### config.mk
export PLATFORM = sky130hd
export DESIGN_NAME = mem_arbiter
export DESIGN_NICKNAME = d
export VERILOG_FILES = /design/src/rtl/mem_arbiter.sv
export SDC_FILE = /design/constraint.sdc
export NUM_CORES = 1
export LEC_CHECK = 0
export ABC_AREA = 1
export CORE_UTILIZATION = 39
export CTS_CLUSTER_SIZE = 30
export DETAILED_ROUTE_END_ITERATION = 6
export GPL_TIMING_DRIVEN = 1
export PLACE_DENSITY = 0.87
export REMOVE_ABC_BUFFERS = 1
export SETUP_SLACK_MARGIN = 0.3
export SLEW_MARGIN = 10
export SYNTH_ARGS = -nofsm -noshare
export SYNTH_HDL_FRONTEND = slang
export SYNTH_SLANG_ARGS = --single-unit
### constraint.sdc
create_clock -name clk -period 1.3 [get_ports clk]
set_input_delay 0.195 -clock clk [delete_from_list [all_inputs] [get_ports clk]]
set_output_delay 0.195 -clock clk [all_outputs]
set_load 0.02 [all_outputs]
### src/rtl/mem_arbiter.sv
`default_nettype none
// ============================================================================
// Module   : mem_arbiter
// Brief    : I/D two-port arbiter and sequencer for mem_system with sticky
//            error flag and hang watchdog. ARB_ROUND_ROBIN_EN enables
//            round-robin grant on contention (default: D over I).
// Revision : 1.0
// ============================================================================
module mem_arbiter #(
  parameter int TIMEOUT = 64
) (
  input  logic        clk,
  input  logic        rst,
  input  logic [15:0] i_addr,
  input  logic        i_rd,
  output logic [15:0] i_data_out,
  output logic        i_done,
  output logic        i_stall,
  output logic        i_cache_hit,
  input  logic [15:0] d_addr,
  input  logic [15:0] d_data_in,
  input  logic        d_rd,
  input  logic        d_wr,
  output logic [15:0] d_data_out,
  output logic        d_done,
  output logic        d_stall,
  output logic        d_cache_hit,
  output logic [15:0] m_addr,
  output logic [15:0] m_data_in,
  output logic        m_rd,
  output logic        m_wr,
  input  logic [15:0] m_data_out,
  input  logic        m_done,
  input  logic        m_cache_hit,
  input  logic        m_err,
  output logic        err
);

  localparam logic [7:0] c_WD_LAST = 8'(TIMEOUT - 1);

  typedef enum logic [1:0] {
    S_IDLE  = 2'd0,
    S_ISSUE = 2'd1,
    S_RESP  = 2'd2
  } state_t;

  state_t      r_state;
  state_t      w_state_nxt;
  logic        r_owner_d;
  logic [15:0] r_addr;
  logic [15:0] r_wdata;
  logic        r_op_rd;
  logic        r_op_wr;
  logic [7:0]  r_wdog;
  logic        r_mask_i;
  logic        r_mask_d;
  logic [15:0] r_i_data;
  logic [15:0] r_d_data;
  logic        r_i_hit;
  logic        r_d_hit;
  logic        r_i_done;
  logic        r_d_done;
  logic        r_err;
  logic        w_m_rd;
  logic        w_m_wr;
  logic        w_req_i;
  logic        w_req_d;
  logic        w_grant_d;
  logic        w_d_bad;
  logic        w_timeout;
  logic        w_start;

  // A port that just completed is hidden for one IDLE cycle so a slow requester
  // cannot be served twice.
  assign w_req_i   = i_rd & ~r_mask_i;
  assign w_d_bad   = (r_state == S_IDLE) & d_rd & d_wr & ~r_mask_d;
  assign w_req_d   = (d_rd | d_wr) & ~(d_rd & d_wr) & ~r_mask_d;
  assign w_start   = (r_state == S_IDLE) & (w_req_i | w_req_d);
  assign w_timeout = (r_state == S_ISSUE) & ~m_done & (r_wdog == c_WD_LAST);

`ifdef ARB_ROUND_ROBIN_EN
  logic r_rr_prefer_d;

  always_ff @(posedge clk) begin
    if (rst) begin
      r_rr_prefer_d <= 1'b0;
    end else if (r_state == S_RESP) begin
      r_rr_prefer_d <= ~r_rr_prefer_d;
    end
  end

  assign w_grant_d = w_req_d & (~w_req_i | r_rr_prefer_d);
`else
  assign w_grant_d = w_req_d;
`endif

  always_ff @(posedge clk) begin
    if (rst) begin
      r_state <= S_IDLE;
    end else begin
      r_state <= w_state_nxt;
    end
  end

  always_comb begin
    w_state_nxt = r_state;
    w_m_rd      = 1'b0;
    w_m_wr      = 1'b0;
    case (r_state)
      S_IDLE: begin
        if (w_start) begin
          w_state_nxt = S_ISSUE;
        end
      end
      S_ISSUE: begin
        w_m_rd = r_op_rd;
        w_m_wr = r_op_wr;
        if (m_done || w_timeout) begin
          w_state_nxt = S_RESP;
        end
      end
      S_RESP: begin
        w_state_nxt = S_IDLE;
      end
      default: begin
        w_state_nxt = S_IDLE;
      end
    endcase
  end

  always_ff @(posedge clk) begin
    if (rst) begin
      r_owner_d <= 1'b0;
      r_addr    <= '0;
      r_wdata   <= '0;
      r_op_rd   <= 1'b0;
      r_op_wr   <= 1'b0;
      r_wdog    <= '0;
      r_mask_i  <= 1'b0;
      r_mask_d  <= 1'b0;
      r_i_data  <= '0;
      r_d_data  <= '0;
      r_i_hit   <= 1'b0;
      r_d_hit   <= 1'b0;
      r_i_done  <= 1'b0;
      r_d_done  <= 1'b0;
      r_err     <= 1'b0;
    end else begin
      r_i_done <= 1'b0;
      r_d_done <= 1'b0;
      if (w_d_bad || ((r_state == S_ISSUE) && m_err) || w_timeout) begin
        r_err <= 1'b1;
      end
      case (r_state)
        S_IDLE: begin
          r_mask_i <= 1'b0;
          r_mask_d <= 1'b0;
          if (w_start) begin
            r_owner_d <= w_grant_d;
            r_addr    <= w_grant_d ? d_addr : i_addr;
            r_op_rd   <= w_grant_d ? d_rd : 1'b1;
            r_op_wr   <= w_grant_d & d_wr;
            if (w_grant_d) begin
              r_wdata <= d_data_in;
            end
          end
        end
        S_ISSUE: begin
          // A timeout returns zero data and a miss to the owner.
          if (m_done || w_timeout) begin
            r_wdog <= '0;
            if (r_owner_d) begin
              r_d_data <= m_done ? m_data_out : 16'h0000;
              r_d_hit  <= m_done & m_cache_hit;
              r_d_done <= 1'b1;
            end else begin
              r_i_data <= m_done ? m_data_out : 16'h0000;
              r_i_hit  <= m_done & m_cache_hit;
              r_i_done <= 1'b1;
            end
          end else begin
            r_wdog <= r_wdog + 8'd1;
          end
        end
        S_RESP: begin
          r_mask_i <= ~r_owner_d;
          r_mask_d <= r_owner_d;
        end
        default: begin
          r_mask_i <= 1'b0;
          r_mask_d <= 1'b0;
        end
      endcase
    end
  end

  assign m_addr      = r_addr;
  assign m_data_in   = r_wdata;
  assign m_rd        = w_m_rd;
  assign m_wr        = w_m_wr;
  assign i_data_out  = r_i_data;
  assign i_cache_hit = r_i_hit;
  assign i_done      = r_i_done;
  assign i_stall     = i_rd & ~r_i_done;
  assign d_data_out  = r_d_data;
  assign d_cache_hit = r_d_hit;
  assign d_done      = r_d_done;
  assign d_stall     = (d_rd | d_wr) & ~r_d_done;
  assign err         = r_err;

endmodule
`default_nettype wire

---- Yosys cells after proc, flatten, opt, wreduce, memory -nomap -nowiden ----
Cells that the tools add are included.
word-level totals
  flip-flop bits (word level) ............. 84
  latch bits .............................. 0
  memory bits (writable) .................. 0
  memory bits (read-only) ................. 0
  bits of input ports ..................... 72
  logic and storage cells ................. 71
  memories ................................ 0
cells by class
  add/sub/neg operators ................... 1
  multipliers ............................. 0
  divide/modulo/power cells ............... 0
  $lt $le $gt $ge ......................... 0
  equal/unequal tests ..................... 5
  shift-type cells ........................ 0
  muxes and demuxes ....................... 13
  bitwise logic cells ..................... 25
  reductions and logical operators ........ 11
operator list
  cell                                                              count
  16-bit 2-to-1 mux                                                 2
  1-bit AND                                                         14
  1-bit inverter                                                    9
  3-bit AND reduction                                               3
  8-bit by 1-bit adder with 8-bit output (second input constant)    1
  8-bit by 6-bit == test with 1-bit output (second input constant)  1
  8-bit 2-to-1 mux                                                  1
  1-bit 2-to-1 mux                                                  5
  2-bit 2-to-1 mux                                                  2
  1-bit one-hot mux with 2 select lines                             2
  2-bit one-hot mux with 2 select lines                             1
  2-bit AND reduction                                               2
  1-bit logical OR                                                  3
  3-bit OR reduction                                                1
  2-bit by 1-bit == test with 1-bit output (second input constant)  1
  2-bit == test (second input constant)                             1
  2-bit logical NOT                                                 1
  2-bit by 1-bit != test with 1-bit output (second input constant)  1
  2-bit != test (second input constant)                             1
  1-bit bitwise OR                                                  2
  1-bit logical AND                                                 1

---- Logic depth before layout (Yosys ltp) ----
  depth in word-level cells ............... 8
  mapped depth ............................ 9
  depth with buffers taken out ............ 8

---- Least setup slack after synthesis ----
Ideal clock, no wire load.
  path kind ............................... flip-flop to flip-flop
  from .................................... register r_wdog[0]
  to ...................................... register r_i_hit (netlist: i_cache_hit)
  library setup time ...................... 0.115 ns
  arrival ................................. 1.307 ns
  data required time ...................... 1.185 ns
  slack ................................... -0.122 ns
  cell stages (with the launch flop) ...... 10
  path buffers ............................ 1
  period minus slack after synthesis ...... 1.422 ns
  path through ............................ dfxtp_1 ha_1 nand2_2 nor2_4 nand2_2 a21oi_4 buf_6 nand3_1 nand2_1 nor2_1
on the way
  cells in the longest elaborated chain, start to end .. 4
ends and longest elaborated chain
  item                                      line  text
  from (decl)                               54    logic [7:0] r_wdog;
  from (signal assigned)                    182   r_wdog <= r_wdog + 8'd1;
  8-bit by 6-bit == test with 1-bit output  79    assign w_timeout = (r_state == S_ISSUE) & ~m_done & (r_wdog == c_WD_LAST);
  1-bit AND                                 79
  1-bit logical OR                          170   if (m_done || w_timeout) begin
  3-bit AND reduction (no source line)      n/a
  to (signal assigned)                      178   r_i_hit <= m_done & m_cache_hit;
  to (decl)                                 59    logic r_i_hit;
Every way passes these cells.
A chain may end at the register's enable or synchronous reset.

---- Worst setup path in the final report ----
  from .................................... register r_wdog[0]
  to ...................................... register r_i_data[12] (netlist: i_data_out[12])
on the way
  cells in the longest elaborated chain, start to end .. 4
ends and longest elaborated chain
  item                                      line  text
  8-bit by 6-bit == test with 1-bit output  79
  1-bit AND                                 79
  1-bit logical OR                          170
  3-bit AND reduction (no source line)      n/a
  to (signal assigned)                      177   r_i_data <= m_done ? m_data_out : 16'h0000;
  to (decl)                                 57    logic [15:0] r_i_data;
Every way passes these cells.

==> metrics.yaml <==
detailed_routing:
  dr.pass1.iters: 5
  drt-initial-drc-count: 298
  num_vias: 4534
  wl_um: 15800
  drc: 0
  drtAntennaViolNets: 0
  wl_per_cell_um: 19.1
  vias_per_cell: 5.47
logic_synthesis:
  yosysSeqAreaShare: 0.462
  synth_fa_ha_area_frac: 0.00687
  synth-compound-area-share: 0.140
  synth_xor_area_frac: 0.00721
  synth_cells: 490
  synth-seq-cells: 84
  synthFlopType: "dfxtp_1"
  synth-simple-area-share: 0.305
  synth_edf_count: 0
  yosys_warnings: 0
  syn_area_per_cell_um2: 7.44
  netlist_area_um2: 3640
  synth_top_family_by_area: "simple AND/OR/NAND/NOR gates"
  synthArstFlopShare: 0
  synth_cell_types: 30
  synthMuxAreaShare: 0
pwr:
  combPwrFrac: 0.374
  intPower_mw: 5.32
  p_clk_frac: 0.251
  p_sw_mw: 2.65
  ir_drop_uv: 773
  swShare: 0.333
  p_seq_frac: 0.375
  total_power_mw: 7.97
  p_per_area_nw_per_um2: 1100
  leakage_nw: 3.03
die:
  io_pins: 145
  die_x_um: 98.7
  rows: 34
  dieHeight_um: 98.7
  start_util: 0.410
  fp.dieArea_um2: 9730
  core_um2: 8890
place:
  gp_congestion: 0.813
  preCtsSetupSlack_ps: -575
  dp_hpwl_um: 7150
  numPortBuffers: 144
timing:
  fmax_mhz: 629
  setup_viol: 66
  whs_ps: 313
  finalHoldViolCount: 0
  fin_crit_sh: 1.22
  maxSlewViolCount: 0
  tightest_slew_ps: 401
  relSlewSlack: 0.733
  skew_ps: 5.93
  fin_crit_ps: 1590
  rsz0062_at_grt: "yes"
  finalWorstSetupSlack_ps: -289
clock_tree:
  clock_sinks: 84
  clock_path_buffers: 2
  path_clk_slew_ps: 90
  cts_root_buf: "clkbuf_8"
  clock_latency_ps: 360
  cts_buffers: 9
  tritoncts: "built"
  htreeDepth: 3
  cts_hold_buffers: 0
global_routing:
  grt_overflow: 0
  antenna_found_initial: 0
  grt_max_degree: 37
  grt_usage: 0.277
  grt_pass1_wl_um: 21300
  first_global_vias: 4486
finish:
  area_growth_pct: 98.7
  drive_gt1_frac: 0.555
  finish.utilization: 0.814
  insertedDiodeCount: 0
  final_nets: 790
job:
  maxCapViolations: 0
run_status:
  status: "finished with violations"
  violations: "negative setup slack"
critical_path:
  crit_required_ps: 1560
  end_kind: "register"
  crit_arrival_ps: 1850
  start_kind: "register"
  worst-setup-path-type: "reg -> reg"
  cp_max_fo: 7
worst_hold_path:
  hold_path_class: "in -> reg"
==> power by group through the flow <==
stage | logic (mW) | registers (mW) | clock network [mW]
final | 2.98 | 2.99 | 2.00
after global routing | 3.12 | 3.01 | 2.12
after CTS | 2.44 | 2.98 | 1.95
after detailed placement | 1.80 | 2.94 | 0
after global placement | 1.75 | 2.93 | 0
after floorplan | 0.606 | 3.15 | 0
==> synthesized netlist by cell type (2+ instances only) <==
cell      count  area (µm²)
nand3_2       5        50.1
nand2_2       7        43.8
clkbuf_1      6        22.5
inv_2         6        22.5
nand3_1      34         170
nor3_1        3        15.0
o21ai_0      17        85.1
nand4_1       3        18.8
buf_4         7        52.6
dfxtp_1      84        1680
nand2_4       2        22.5
nand2_1      97         364
inv_1        14        52.6
a21oi_1      73         365
nor2_4        3        33.8
nor2_2        4        25.0
ha_1          2        25.0
xor2_1        2        17.5
nor2_1       96         360
buf_6         9         101
buf_2         7        35.0
==> routing by layer <==
| metal | share of wire | track usage | vias up |
|---|---|---|---|
| met5 | 0 | 0 | - |
| met4 | 0.052 | 0.124 | 0 |
| met3 | 0.060 | 0.0723 | 76 |
| met2 | 0.52 | 0.512 | 220 |
| met1 | 0.37 | 0.294 | 2194 |
| li1 | - | - | 2044 |
==> final cells by class <==
class / count / area [µm²]
inverter: 21 / 86.3
clock inverter: 4 / 47.5
timing repair buffer: 244 / 2710
sequential: 84 / 1790
clock buffer: 12 / 155
tap: 108 / 135
multi-input combinational: 356 / 2320
fill: 433 / 1650
==> state kept, by name (all words and copies together) (netlist names) <==
signal	flops
d_cache_hit	1
i_done	1
r_mask_i	1
r_mask_d	1
m_addr	16
d_data_out	16
i_data_out	16
r_owner_d	1
m_data_in	16
d_done	1
r_wdog	8
err	1
i_cache_hit	1
r_op_wr	1
r_state	2
r_op_rd	1
==> metrics by stage <==
stage | cell area (µm²) | instances | setup TNS [ps]
after floorplan | 3430 | 461 | -24630
after global placement | 5430 | 753 | -32360
after detailed placement | 5430 | 753 | -33720
after CTS | 6620 | 794 | -6650
after global routing | 7240 | 829 | -16220
final | 7240 | 829 | -11190
==> repair_timing <==
| item | in CTS | in global routing |
|---|---|---|
| gates cloned | 8 | 2 |
| resized for setup | 647 | 72 |
| pin swaps | 43 | 34 |
| endpoints found under the setup margin | 156 | 157 |
| setup buffers | 17 | 33 |
==> cell families after synthesis <==
kind of cell / count (synthesis)
adders and majority gates: 2
and+or+nand+nor: 255
AOI/OAI and AO/OA: 96
buffers and inverters: 50
xor gates and xnor gates: 3
DFF: 84
==> critical path, cell delays in order, from the launching register on <==
cell,delay (ps)
dfxtp_2,370
ha_4,150
nand2_4,60
nor2_4,100
nand2_2,80
a21oi_4,200
buf_6,170
buf_12,130
nand3_1,90
nand2_1,80
nor2_1,40
==> cell usage in the layout (no fill, tap or decap), drive strengths merged, types with 3 or more instances in the layout <==
| master | instances |
|---|---|
| buf | 171 |
| nand2 | 106 |
| nor2 | 103 |
| dfxtp | 84 |
| a21oi | 74 |
| clkdlybuf4s50 | 68 |
| nand3 | 39 |
| inv | 20 |
| o21ai | 18 |
| clkbuf | 14 |
| nand4 | 3 |
| nor3 | 3 |
| clkinv | 3 |
==> path summary, 6_finish.rpt <==
check / from / end / slack, ps / cells past startpoint
setup reg to reg: r_wdog[0] / i_data_out[12] / -290 / 10
setup / recovery: r_wdog[0] / i_data_out[12] / -290 / 10
hold reg to reg: m_data_in[13] / m_data_in[13] / 480 / 2
hold / removal: d_rd / err / 310 / 3
Note: power is estimated with default switching activity, not from simulation.
